`config.mk`:
```
export PLATFORM = sky130hd
export DESIGN_NAME = dog_extrema_finder_flat
export DESIGN_NICKNAME = d
export VERILOG_FILES = /design/src/rtl/dog_extrema_finder_pkg.sv /design/src/rtl/dog_extrema_finder_if.sv /design/src/rtl/dog_extrema_finder_minmax_acc.sv /design/src/rtl/dog_extrema_finder.sv /design/src/flat_wrapper.sv
export SDC_FILE = /design/constraint.sdc
export NUM_CORES = 1
export LEC_CHECK = 0
export ABC_AREA = 1
export CAP_MARGIN = 25
export CORE_MARGIN = 2
export CORE_UTILIZATION = 60
export DETAILED_ROUTE_END_ITERATION = 10
export HOLD_SLACK_MARGIN = 0.15
export PLACE_DENSITY = 0.93
export SKIP_LAST_GASP = 1
export SLEW_MARGIN = 15
export SYNTH_ARGS = -nofsm -noshare
export SYNTH_HDL_FRONTEND = slang
export SYNTH_SLANG_ARGS = --single-unit
```
`constraint.sdc`:
```
create_clock -name clk -period 11.5 [get_ports clk]
set_input_delay 1.15 -clock clk [delete_from_list [all_inputs] [get_ports clk]]
set_output_delay 1.15 -clock clk [all_outputs]
set_load 0.02 [all_outputs]
```
`src/rtl/dog_extrema_finder_pkg.sv`:
```
// rtl/dog_extrema_finder_pkg.sv - shared types, constants and helpers for the DoG extrema finder
//
// Purpose : DoG sample type, FSM state encoding, FETCH timing constants and
//           a 10-bit magnitude helper used by the contrast test.
// Ports   : none (package)

package dog_extrema_finder_pkg;

   localparam int DOG_W           = 9;
   localparam int BRAM_RD_LATENCY = 2;
   localparam int NB_TAPS         = 9;                             // 3x3 window per layer
   localparam int CENTRE_TAP      = 4;                             // (dy,dx) = (0,0)
   localparam int FETCH_LAST      = NB_TAPS - 1 + BRAM_RD_LATENCY; // last FETCH cycle (10)

   typedef logic signed [DOG_W-1:0] dog_pix_t;

   typedef enum logic [2:0] {
      IDLE,
      FETCH,
      EVAL,
      EMIT,
      DONE
   } extrema_state_t;

   // Magnitude is widened by one bit so that |-256| = 256 is representable.
   function automatic logic [DOG_W:0] dog_abs(input dog_pix_t p);
      logic signed [DOG_W:0] e;
      e = {p[DOG_W-1], p};
      return e[DOG_W] ? (DOG_W+1)'(-e) : (DOG_W+1)'(e);
   endfunction

endpackage

```
`src/rtl/dog_extrema_finder_if.sv`:
```
// rtl/dog_extrema_finder_if.sv - control, BRAM read and keypoint stream bundle of the extrema finder
//
// Purpose : groups every non-clock/reset signal of dog_extrema_finder.
// Signals : start               scan request pulse
//           rd_addr             shared read address to the three DoG BRAMs
//           prev/cur/next_pix   signed DoG samples, 2 cycles after rd_addr
//           busy, done          scan status / completion pulse
//           kp_valid, kp_ready  keypoint handshake
//           kp_x, kp_y          keypoint coordinates
// Modports: slave  - the extrema finder
//           master - the surrounding system (DoG BRAMs, sequencer, keypoint consumer)

interface dog_extrema_finder_if
   import dog_extrema_finder_pkg::*;
#(
   parameter int ADDR_W  = 12,
   parameter int COORD_W = 6
);

   logic               start;
   logic [ADDR_W-1:0]  rd_addr;
   dog_pix_t           prev_pix;
   dog_pix_t           cur_pix;
   dog_pix_t           next_pix;
   logic               busy;
   logic               kp_valid;
   logic               kp_ready;
   logic [COORD_W-1:0] kp_x;
   logic [COORD_W-1:0] kp_y;
   logic               done;

   modport slave (
      input  start, prev_pix, cur_pix, next_pix, kp_ready,
      output rd_addr, busy, kp_valid, kp_x, kp_y, done
   );

   modport master (
      output start, prev_pix, cur_pix, next_pix, kp_ready,
      input  rd_addr, busy, kp_valid, kp_x, kp_y, done
   );

endinterface

```
`src/rtl/dog_extrema_finder_minmax_acc.sv`:
```
// rtl/dog_extrema_finder_minmax_acc.sv - running signed max/min over several sample lanes per cycle
//
// Purpose : accumulates the maximum and minimum of all enabled lanes since the
//           last clear. Lanes let prev/cur/next of one tap be folded in one cycle.
// Ports   : clk, rst_in     clock, async active-low reset
//           i_clear         restart accumulation (priority over i_enable)
//           i_enable        fold the enabled lanes this cycle
//           i_lane_en       per-lane participation mask
//           i_sample        one signed sample per lane
//           o_max, o_min    running extrema

module dog_extrema_finder_minmax_acc
   import dog_extrema_finder_pkg::*;
#(
   parameter int LANES = 3
)(
   input  logic             clk,
   input  logic             rst_in,
   input  logic             i_clear,
   input  logic             i_enable,
   input  logic [LANES-1:0] i_lane_en,
   input  dog_pix_t         i_sample [LANES],
   output dog_pix_t         o_max,
   output dog_pix_t         o_min
);

   // Identity values: any real sample replaces them.
   localparam dog_pix_t PIX_MOST_NEG = {1'b1, {(DOG_W-1){1'b0}}};
   localparam dog_pix_t PIX_MOST_POS = {1'b0, {(DOG_W-1){1'b1}}};

   dog_pix_t r_max;
   dog_pix_t r_min;
   dog_pix_t w_max;
   dog_pix_t w_min;

   always_comb begin
      w_max = r_max;
      w_min = r_min;
      for (int i = 0; i < LANES; i++) begin
         if (i_lane_en[i]) begin
            if (i_sample[i] > w_max) w_max = i_sample[i];
            if (i_sample[i] < w_min) w_min = i_sample[i];
         end
      end
   end

   always_ff @(posedge clk or negedge rst_in) begin
      if (!rst_in) begin
         r_max <= PIX_MOST_NEG;
         r_min <= PIX_MOST_POS;
      end else if (i_clear) begin
         r_max <= PIX_MOST_NEG;
         r_min <= PIX_MOST_POS;
      end else if (i_enable) begin
         r_max <= w_max;
         r_min <= w_min;
      end
   end

   assign o_max = r_max;
   assign o_min = r_min;

endmodule

```
`src/rtl/dog_extrema_finder.sv`:
```
// rtl/dog_extrema_finder.sv - scale-space extrema detector over three DoG layers
//
// Purpose : after start, visits every interior centre of the cur layer in raster
//           order, reads its 3x3x3 neighbourhood through one shared BRAM address,
//           and streams out (x,y) of strict extrema whose magnitude beats THRESHOLD.
// Ports   : clk     system clock
//           rst_in  asynchronous active-low reset
//           bus     dog_extrema_finder_if.slave (start, rd_addr, prev/cur/next_pix,
//                   busy, kp_valid/kp_ready, kp_x/kp_y, done)

module dog_extrema_finder
   import dog_extrema_finder_pkg::*;
#(
   parameter int DIMENSION = 64,
   parameter int THRESHOLD = 8,
   parameter int ADDR_W    = 12,
   parameter int COORD_W   = 6
)(
   input  logic                 clk,
   input  logic                 rst_in,
   dog_extrema_finder_if.slave  bus
);

   localparam logic [COORD_W-1:0] LAST_C    = COORD_W'(DIMENSION - 2);
   localparam logic [DOG_W:0]     THR_MAG   = (DOG_W+1)'(THRESHOLD);
   localparam logic [3:0]         CYC_LAST  = 4'(FETCH_LAST);
   localparam logic [3:0]         TAP_LAST  = 4'(NB_TAPS - 1);
   localparam logic [3:0]         CAP_FIRST = 4'(BRAM_RD_LATENCY);

   extrema_state_t     r_state;
   extrema_state_t     w_state_nxt;

   logic [COORD_W-1:0] r_x;
   logic [COORD_W-1:0] r_y;
   logic [3:0]         r_cyc;
   dog_pix_t           r_centre;
   logic [COORD_W-1:0] r_kp_x;
   logic [COORD_W-1:0] r_kp_y;

   logic               w_last_centre;
   logic               w_advance;
   logic               w_take_kp;
   logic               w_clear;
   logic               w_capture;
   logic               w_centre_cap;
   logic [2:0]         w_lane_en;
   logic [3:0]         w_tap;
   logic [3:0]         w_k;
   logic [1:0]         w_row;
   logic [1:0]         w_col;
   logic [ADDR_W-1:0]  w_ay;
   logic [ADDR_W-1:0]  w_ax;
   logic [ADDR_W-1:0]  w_addr;
   logic [DOG_W:0]     w_mag;
   logic               w_is_kp;
   dog_pix_t           w_max;
   dog_pix_t           w_min;
   dog_pix_t           w_lane [3];

   // ---------------------------------------------------------------- address
   // Taps 0..8 are issued on FETCH cycles 0..8; afterwards (and outside FETCH)
   // the address simply holds, which keeps it frozen during an EMIT stall.
   always_comb begin
      w_k   = (r_cyc > TAP_LAST) ? TAP_LAST : r_cyc;
      w_row = (w_k >= 4'd6) ? 2'd2 : ((w_k >= 4'd3) ? 2'd1 : 2'd0);
      w_col = 2'(w_k - {2'b00, w_row} * 4'd3);
      // Centres are interior, so y-1+row and x-1+col stay inside the image.
      w_ay   = ADDR_W'(r_y) + ADDR_W'(w_row) - ADDR_W'(1);
      w_ax   = ADDR_W'(r_x) + ADDR_W'(w_col) - ADDR_W'(1);
      w_addr = w_ay * ADDR_W'(DIMENSION) + w_ax;
   end

   // ---------------------------------------------------------------- compare
   assign w_mag   = dog_abs(r_centre);
   assign w_is_kp = ((r_centre > w_max) || (r_centre < w_min)) && (w_mag > THR_MAG);

   assign w_lane[0] = bus.prev_pix;
   assign w_lane[1] = bus.cur_pix;
   assign w_lane[2] = bus.next_pix;

   dog_extrema_finder_minmax_acc #(.LANES(3)) u_acc (
      .clk       (clk),
      .rst_in    (rst_in),
      .i_clear   (w_clear),
      .i_enable  (w_capture),
      .i_lane_en (w_lane_en),
      .i_sample  (w_lane),
      .o_max     (w_max),
      .o_min     (w_min)
   );

   // ---------------------------------------------------------------- FSM
   always_ff @(posedge clk or negedge rst_in) begin
      if (!rst_in) r_state <= IDLE;
      else         r_state <= w_state_nxt;
   end

   always_comb begin
      w_state_nxt   = r_state;
      w_advance     = 1'b0;
      w_take_kp     = 1'b0;
      w_clear       = 1'b0;
      w_capture     = 1'b0;
      w_centre_cap  = 1'b0;
      w_lane_en     = 3'b000;
      w_tap         = r_cyc - CAP_FIRST;
      w_last_centre = (r_x == LAST_C) && (r_y == LAST_C);

      case (r_state)
         IDLE: begin
            if (bus.start) w_state_nxt = FETCH;
         end
         FETCH: begin
            w_clear = (r_cyc == 4'd0);
            // Data for tap k returns BRAM_RD_LATENCY cycles after it was addressed.
            if (r_cyc >= CAP_FIRST) begin
               w_capture    = 1'b1;
               w_centre_cap = (w_tap == 4'(CENTRE_TAP));
               // The centre itself is excluded from its own neighbourhood.
               w_lane_en    = {1'b1, ~w_centre_cap, 1'b1};
            end
            if (r_cyc == CYC_LAST) w_state_nxt = EVAL;
         end
         EVAL: begin
            if (w_is_kp) begin
               w_take_kp   = 1'b1;
               w_state_nxt = EMIT;
            end else begin
               w_advance   = 1'b1;
               w_state_nxt = w_last_centre ? DONE : FETCH;
            end
         end
         EMIT: begin
            if (bus.kp_ready) begin
               w_advance   = 1'b1;
               w_state_nxt = w_last_centre ? DONE : FETCH;
            end
         end
         DONE: begin
            w_state_nxt = IDLE;
         end
         default: begin
            w_state_nxt = IDLE;
         end
      endcase
   end

   // ---------------------------------------------------------------- datapath
   always_ff @(posedge clk or negedge rst_in) begin
      if (!rst_in) begin
         r_x      <= COORD_W'(1);
         r_y      <= COORD_W'(1);
         r_cyc    <= 4'd0;
         r_centre <= '0;
         r_kp_x   <= '0;
         r_kp_y   <= '0;
      end else begin
         if (r_state == FETCH) begin
            r_cyc <= (r_cyc == CYC_LAST) ? 4'd0 : r_cyc + 4'd1;
         end
         if (w_centre_cap) begin
            r_centre <= bus.cur_pix;
         end
         if (w_take_kp) begin
            r_kp_x <= r_x;
            r_kp_y <= r_y;
         end
         // The last centre wraps back to (1,1), ready for the next scan.
         if (w_advance) begin
            if (r_x == LAST_C) begin
               r_x <= COORD_W'(1);
               r_y <= (r_y == LAST_C) ? COORD_W'(1) : r_y + COORD_W'(1);
            end else begin
               r_x <= r_x + COORD_W'(1);
            end
         end
      end
   end

   // ---------------------------------------------------------------- outputs
   assign bus.rd_addr  = w_addr;
   assign bus.busy     = (r_state != IDLE);
   assign bus.done     = (r_state == DONE);
   assign bus.kp_valid = (r_state == EMIT);
   assign bus.kp_x     = r_kp_x;
   assign bus.kp_y     = r_kp_y;

endmodule
```
`src/flat_wrapper.sv`:
```
// flat-port wrapper written by rule: the top's interface ports become plain ports
module dog_extrema_finder_flat import dog_extrema_finder_pkg::*;
#(
   parameter int DIMENSION = 64,
   parameter int THRESHOLD = 8,
   parameter int ADDR_W    = 12,
   parameter int COORD_W   = 6
)
  (clk, rst_in, bus_start, bus_prev_pix, bus_cur_pix, bus_next_pix, bus_kp_ready, bus_rd_addr, bus_busy, bus_kp_valid, bus_kp_x, bus_kp_y, bus_done);
  dog_extrema_finder_if #(.ADDR_W(ADDR_W), .COORD_W(COORD_W)) bus_i ();
  input  logic clk;
  input  logic rst_in;
  input wire logic [$bits(bus_i.start)-1:0] bus_start;
  input wire logic [$bits(bus_i.prev_pix)-1:0] bus_prev_pix;
  input wire logic [$bits(bus_i.cur_pix)-1:0] bus_cur_pix;
  input wire logic [$bits(bus_i.next_pix)-1:0] bus_next_pix;
  input wire logic [$bits(bus_i.kp_ready)-1:0] bus_kp_ready;
  output wire logic [$bits(bus_i.rd_addr)-1:0] bus_rd_addr;
  output wire logic [$bits(bus_i.busy)-1:0] bus_busy;
  output wire logic [$bits(bus_i.kp_valid)-1:0] bus_kp_valid;
  output wire logic [$bits(bus_i.kp_x)-1:0] bus_kp_x;
  output wire logic [$bits(bus_i.kp_y)-1:0] bus_kp_y;
  output wire logic [$bits(bus_i.done)-1:0] bus_done;
  assign bus_i.start = bus_start;
  assign bus_i.prev_pix = bus_prev_pix;
  assign bus_i.cur_pix = bus_cur_pix;
  assign bus_i.next_pix = bus_next_pix;
  assign bus_i.kp_ready = bus_kp_ready;
  assign bus_rd_addr = bus_i.rd_addr;
  assign bus_busy = bus_i.busy;
  assign bus_kp_valid = bus_i.kp_valid;
  assign bus_kp_x = bus_i.kp_x;
  assign bus_kp_y = bus_i.kp_y;
  assign bus_done = bus_i.done;
  dog_extrema_finder #(.DIMENSION(DIMENSION), .THRESHOLD(THRESHOLD), .ADDR_W(ADDR_W), .COORD_W(COORD_W)) u_core (.clk(clk), .rst_in(rst_in), .bus(bus_i));
endmodule
```
==> results.md, run 1 <==
* Slew Limit Fails at 0
* Synth Flop Type: dfrtp_1
* Placer's final routability congestion estimate at 1.02
* Vias in the first global route at 5,297
* Synth Cell Area at 5650 um^2
* H-tree depth at 3
* Routed WL per cell at 15.9 um
* Post-CTS Hold Buffers at 0
* RSZ-0062 raised after global routing: false
* CP required at 10,350 ps
* Core footprint at 9200 um^2
* Global-route wire length before repair at 24.8 mm
* Outcome: complete, no violations
* Final Hold Viols at 0
* Critical Path Sink Type: output pin
* Period minus WS final at 6590 ps
* Die W at 101 um
* WP data arrival at 5440 ps
* Die area at 10,200 um^2
* Num CTS Buffers at 9
* DRT iter0 DRCs at 443
* Gr usage total at 31.1%
* Port-buffer cells at 57
* Drt pass-1 iters at 5
* Most common cell in the netlist: nand2_1
* # setup viols final at 0
* Worst-margin pin slew at 897 ps
* Top cells by count, synth: 185 x nand2_1, 106 x inv_1, 98 x ha_1
* Setup TNS at 0 ps
* Critical path launch point type: flop
* Critical path class: flop to output pin
* Post-DR vias/cell at 5.84
* Layout cell share with drive strength beyond 1 at 6.82%
* Initial antenna violation count at 0
* Syn Inst Count at 771
* Rel. slew slack at 40.0%
* Num rows at 35
* Grt total ovfl at 0
* CTS clk-pin slew, worst paths at 80 ps
* CP max FO at 9
* CTS resizes at 0
* Die H at 101 um
* # diodes at 0
* Starting Density at 61.5%
* Post-CTS Setup Bufs at 0
* Post-route ant nets at 0
* Max Root-Sink Buffers at 2
* Top post-synthesis cells by area: ha_1 22%, dfrtp_1 21%, nand2_1 12%
* Largest net degree at the start of global routing at 59
* Fraction of registers with async set/reset at 100%
* Syn Nets at 903
* Layout Skew at 13.7 ps
* Post-synth EDFFs at 0
* Maximum clock rate at 152 MHz
* Drt total wl at 15.0 mm
* Synth cell types at 41
* CTS Root Cell: clkbuf_8
* DRC viols at 0
* CTS tree: yes
* Worst min-delay path class: flop to flop
* Placed inst area at 6330 um^2
* Max-Cap Viols at 0
* Yosys warns at 0
* Nets at 963
* Vias at 5,530
* # fillers at 693
* Post-synth top area share at 21.7%
* Avg Inst Size Synth at 7.33 um^2
* Flops & latches, synth at 58
* Final period util at 57.3%
* Area grow syn2layout at 15.9%
* Area leader, netlist: ha_1
* HPWL reported at the end of detailed placement at 11.4 mm
* Post-route cell area at 6550 um^2
* Clk_lat worst skew at 370 ps
* Clock tree sinks at 58
* Number of top-level pins at 58
* Sequential fraction of the synthesis area at 25.9%
per-stage QoR:
step / setup WS, ps / cells / hold WS (ps) / utilization (%)
2_1_floorplan: 5500 / 771 / 449 / -
3_3_place_gp: 4850 / 931 / 469 / 68.8
3_5_place_dp: 4700 / 931 / 467 / 68.8
4_1_cts: 4910 / 947 / 487 / 71.3
5_1_grt: 4400 / 947 / 518 / 71.3
6_report: 4910 / 947 / 486 / 71.3
critical path, stage by stage, from the launching register on:
cell and delay [ps]:
dfrtp_1 500, nand2_1 150, inv_1 70, o21ai_0 320
inv_1 90, ha_1 290, ha_1 160, inv_1 50
fa_1 390, nor3_1 350, nand2_1 100, ha_1 300
inv_1 40, ha_1 310, a21oi_1 140, o21ai_0 90
a21oi_1 250, inv_1 80, a21oi_1 140, nor2_1 50
nor2_1 160, o21ai_0 110, a21oi_1 160, xor2_1 170
clkdlybuf4s50_1 620
sequential cells by signal, indices dropped and copies added, names as in the netlist:
signal,flops
u_core.r_x,6
u_core.bus.kp_y,6
u_core.u_acc.o_min,9
u_core.u_acc.o_max,9
u_core.bus.kp_x,6
u_core.r_y,6
u_core.r_cyc,4
u_core.r_centre,9
u_core.r_state,3
path summary, 6_finish.rpt:
path	slack [ps]	startpoint	end	cells past startpoint
min in group asynchronous	920	rst_in	u_core.u_acc.o_max[3]	2
max	4910	u_core.r_cyc[1]	bus_rd_addr[11]	24
max reg2reg	5800	u_core.r_cyc[2]	u_core.u_acc.o_max[7]	34
max in group asynchronous	10090	rst_in	u_core.r_y[5]	2
min reg2reg	490	u_core.u_acc.o_min[8]	u_core.u_acc.o_min[8]	2
min	490	u_core.u_acc.o_min[8]	u_core.u_acc.o_min[8]	2
cell families after synthesis:
family,count (synthesis),share of synthesized area (%)
AO/OA/AOI/OAI,165,16.0
XOR/XNOR,22,3.41
adder cells (fa/ha/maj),101,22.8
buffers and inverters,120,8.19
flip-flops,58,25.9
multiplexers,4,0.797
AND/OR/NAND/NOR,301,22.9
placed cells by master (no fill, tap or decap), types with 5 or more instances in the layout:
cell type | Yosys | final
a21oi_1 | 55 | 55
clkbuf_8 | 0 | 9
clkdlybuf4s50_1 | 0 | 56
dfrtp_1 | 47 | 47
dfstp_2 | 11 | 11
ha_1 | 98 | 98
inv_1 | 106 | 106
nand2_1 | 185 | 185
nand2_2 | 8 | 8
nand3_1 | 31 | 31
nand4_1 | 8 | 8
nor2_1 | 48 | 48
nor3_1 | 7 | 7
o211ai_1 | 11 | 11
o21ai_0 | 76 | 76
xnor2_1 | 5 | 5
xor2_1 | 17 | 17
routing by layer:
metal	routed length [um]	up-vias	GRT usage [%]
li1	-	2706	-
met1	6610	2558	41.4
met2	6730	215	49.2
met3	1180	51	6.52
met4	490	0	13.0
met5	0	-	0
area by class of cell:
class                           count  area [um^2]  area share [%]
Clock buffer                        9          124            1.89
Clock inverter                      7          103            1.57
Inverter                          109          409            6.24
Multi-Input combinational cell    593         3720            56.8
Sequential cell                    58         1470            22.4
Tap cell                          111          139            2.12
Timing Repair Buffer               60          588            8.97
Power of run 1 is left out: the tool's default activity adds up to more than one toggle a clock period on the data nets, which glitch-free logic cannot reach.
==> run 2: changes to the inputs <==
--- a/config.mk
+++ b/config.mk
@@ -8,10 +8,10 @@
 export ABC_AREA = 1
 export CAP_MARGIN = 25
 export CORE_MARGIN = 2
-export CORE_UTILIZATION = 60
+export CORE_UTILIZATION = 53
 export DETAILED_ROUTE_END_ITERATION = 10
 export HOLD_SLACK_MARGIN = 0.15
-export PLACE_DENSITY = 0.93
+export PLACE_DENSITY = 0.87
 export SKIP_LAST_GASP = 1
 export SLEW_MARGIN = 15
 export SYNTH_ARGS = -nofsm -noshare
==> constraint.sdc (replaced) <==
create_clock -name clk -period 5.8 [get_ports clk]
set_input_delay 0.58 -clock clk [delete_from_list [all_inputs] [get_ports clk]]
set_output_delay 0.58 -clock clk [all_outputs]
set_load 0.02 [all_outputs]
==> run 2 against run 1 <==
Against the previous run: register-to-register slack worse by 5200 ps; cell count is 5.5% higher; global-route usage is 4.5 points lower; wire length is 0.31% higher; die area up 13%; worst hold slack got worse by 140 ps; critical path depth grew 9; critical path type is now primary input to flop.
==> results.md, run 2 (same netlist as run 1, synthesis figures left out) <==
* Max-Cap Viols at 0 (unchanged)
* WP data arrival at 5690 ps (was 5440 ps)
* Initial antenna violation count at 0 (unchanged)
* # diodes at 0 (unchanged)
* Layout cell share with drive strength beyond 1 at 10.5% (was 6.82%)
* Global-route wire length before repair at 24.0 mm (was 24.8 mm)
* Most frequent cells in the layout: 182 x nand2_1, 106 x inv_1, 98 x ha_1 (was 185 x nand2_1, 106 x inv_1, 98 x ha_1)
* Rel. slew slack at 35.9% (was 40.0%)
* Post-route cell area at 6810 um^2 (was 6550 um^2)
* Critical path launch point type: primary input (was flop)
* # setup viols final at 0 (unchanged)
* Layout Skew at 7.92 ps (was 13.7 ps)
* Gr usage total at 26.6% (was 31.1%)
* Port-buffer cells at 57 (unchanged)
* WL met3 at 1.19 mm (was 1.18 mm)
* Clk_lat worst skew at 360 ps (was 370 ps)
* Max Root-Sink Buffers at 2 (unchanged)
* Final Hold Viols at 0 (unchanged)
* Placer's final routability congestion estimate at 0.959 (was 1.02)
* Grt total ovfl at 0 (unchanged)
* DR WL met2 at 6.84 mm (was 6.73 mm)
* Worst path most repeated cell: nand2_1 (was inv_1)
* CTS Root Cell: clkbuf_8 (unchanged)
* DRC viols at 0 (unchanged)
* H-tree depth at 3 (unchanged)
* CP required at 6080 ps (was 10,350 ps)
* Area taken by multi-input logic gates at 3790 um^2 (was 3720 um^2)
* Die H at 107 um (was 101 um)
* Post-route ant nets at 0 (unchanged)
* CP max FO at 15 (was 9)
* Vias at 5,518 (was 5,530)
* Post-DR vias/cell at 5.52 (was 5.84)
* Placed inst area at 6520 um^2 (was 6330 um^2)
* Num CTS Buffers at 9 (unchanged)
* Drt pass-1 iters at 5 (unchanged)
* Core footprint at 10,300 um^2 (was 9200 um^2)
* Die W at 107 um (was 101 um)
* Met1 WL at 6.51 mm (was 6.61 mm)
* Drt total wl at 15.1 mm (was 15.0 mm)
* Area grow syn2layout at 20.5% (was 15.9%)
* Critical Path Sink Type: flop (was output pin)
* CTS tree: yes (unchanged)
* DRT iter0 DRCs at 420 (was 443)
* Die area at 11,500 um^2 (was 10,200 um^2)
* Reg2Reg Depth at 34 (unchanged)
* Outcome: complete, no violations (unchanged)
* Critical path class: primary input to flop (was flop to output pin)
* Period minus WS final at 5410 ps
* Routed WL per cell at 15.1 um (was 15.9 um)
* Number of top-level pins at 58 (unchanged)
* Clock tree sinks at 58 (unchanged)
* Slew Limit Fails at 0 (unchanged)
* Num rows at 37 (was 35)
* Critical path's slowest cell: clkdlybuf4s50_1 (unchanged)
* Starting Density at 54.8% (was 61.5%)
* RSZ-0062 raised after global routing: true (was false)
* Nets at 990 (was 963)
* Worst min-delay path class: primary input to async pin (was flop to flop)
* Top Metal Used: met4 (unchanged)
* CTS clk-pin slew, worst paths at 80 ps (about the same)
* Maximum clock rate at 185 MHz
* Commonest non-fill, non-tap cell in the layout: nand2_1 (unchanged)
* # fillers at 835 (was 693)
* HPWL reported at the end of detailed placement at 11.5 mm (was 11.4 mm)
* Worst-margin pin slew at 952 ps (was 897 ps)
* Largest stage delay on the critical path at 510 ps (was 620 ps)
* Vias in the first global route at 5,082 (was 5,297)
* Largest net degree at the start of global routing at 59 (unchanged)
* Area taken by flip-flops and latches at 1470 um^2 (unchanged)
* Final period util at 93.3%
run 2: cell count changes in the layout (fill, tap and decap cells not counted), moves of 3 or more:
cell / before / now
clkdlybuf4s50_1: 56 / 53
o21ai_1: 4 / 15
o21ai_0: 76 / 65
buf_4: 3 / 28
dlymetal6s2s_1: 0 / 3
nand2_2: 8 / 11
nand2_1: 185 / 182
run 2: critical path, delay by kind of cell:
kind / cells / cell delay, ps
compound gates: 5 / 980
fa+ha+maj: 3 / 1060
buf+inv: 4 / 830
simple gates: 21 / 2250
run 2: stage by stage:
| stage | util, % | instances | hold WS [ps] | setup TNS [ps] | setup slack, ps |
|---|---|---|---|---|---|
| 2_1_floorplan | - | 771 | 284 | 0 | 368 |
| 3_3_place_gp | 63.2 | 978 | 470 | -628 | -84.8 |
| 3_5_place_dp | 63.2 | 978 | 477 | -1640 | -213 |
| 4_1_cts | 64.9 | 994 | 402 | 0 | 7.30 |
| 5_1_grt | 66.0 | 999 | 444 | -166 | -39.7 |
| 6_report | 66.0 | 999 | 344 | 0 | 388 |
run 2: worst paths after layout:
kind	from	to	slack, ps
setup reg to reg	u_core.u_acc.o_max[2]	u_core.u_acc.o_max[6]	640
hold / removal	rst_in	u_core.u_acc.o_max[4]	340
hold reg to reg	u_core.bus.kp_y[0]	u_core.bus.kp_y[0]	490
min in group clk	u_core.bus.kp_y[0]	u_core.bus.kp_y[0]	490
max in group asynchronous	rst_in	u_core.r_cyc[0]	4910
setup / recovery	bus_prev_pix[8]	u_core.u_acc.o_min[6]	390
run 2: cell type report:
class / instances / area share, %
Clock buffer: 10 / 2.02
Clock inverter: 6 / 0.625
Inverter: 109 / 6.01
Multi-Input combinational cell: 594 / 55.7
Sequential cell: 58 / 21.5
Tap cell: 136 / 2.50
Timing Repair Buffer: 86 / 11.7
run 2: timing repair:
action	in CTS	in global routing
gates resized for setup	1	24
hold buffers	0	0
pin swaps	0	4
setup buffers	0	4
endpoints found under the setup margin	2	20
cloned	0	1
run 2: routing by layer:
metal	vias to the layer above	global-route usage, %
li1	2749	-
met1	2485	35.7
met2	233	43.0
met3	51	3.69
met4	0	11.3
met5	-	0
Power of run 2 is left out for the same reason.
==> run 3: changes to the inputs <==
--- a/config.mk
+++ b/config.mk
@@ -6,6 +6,7 @@
 export NUM_CORES = 1
 export LEC_CHECK = 0
 export ABC_AREA = 1
+export ABC_CLOCK_PERIOD_IN_PS = 5800
 export CAP_MARGIN = 25
 export CORE_MARGIN = 2
 export CORE_UTILIZATION = 53
==> results of run 3 <==
Same layout as run 2: the final DEF is identical, and so are final timing and power.
Power of run 3 is left out for the same reason.
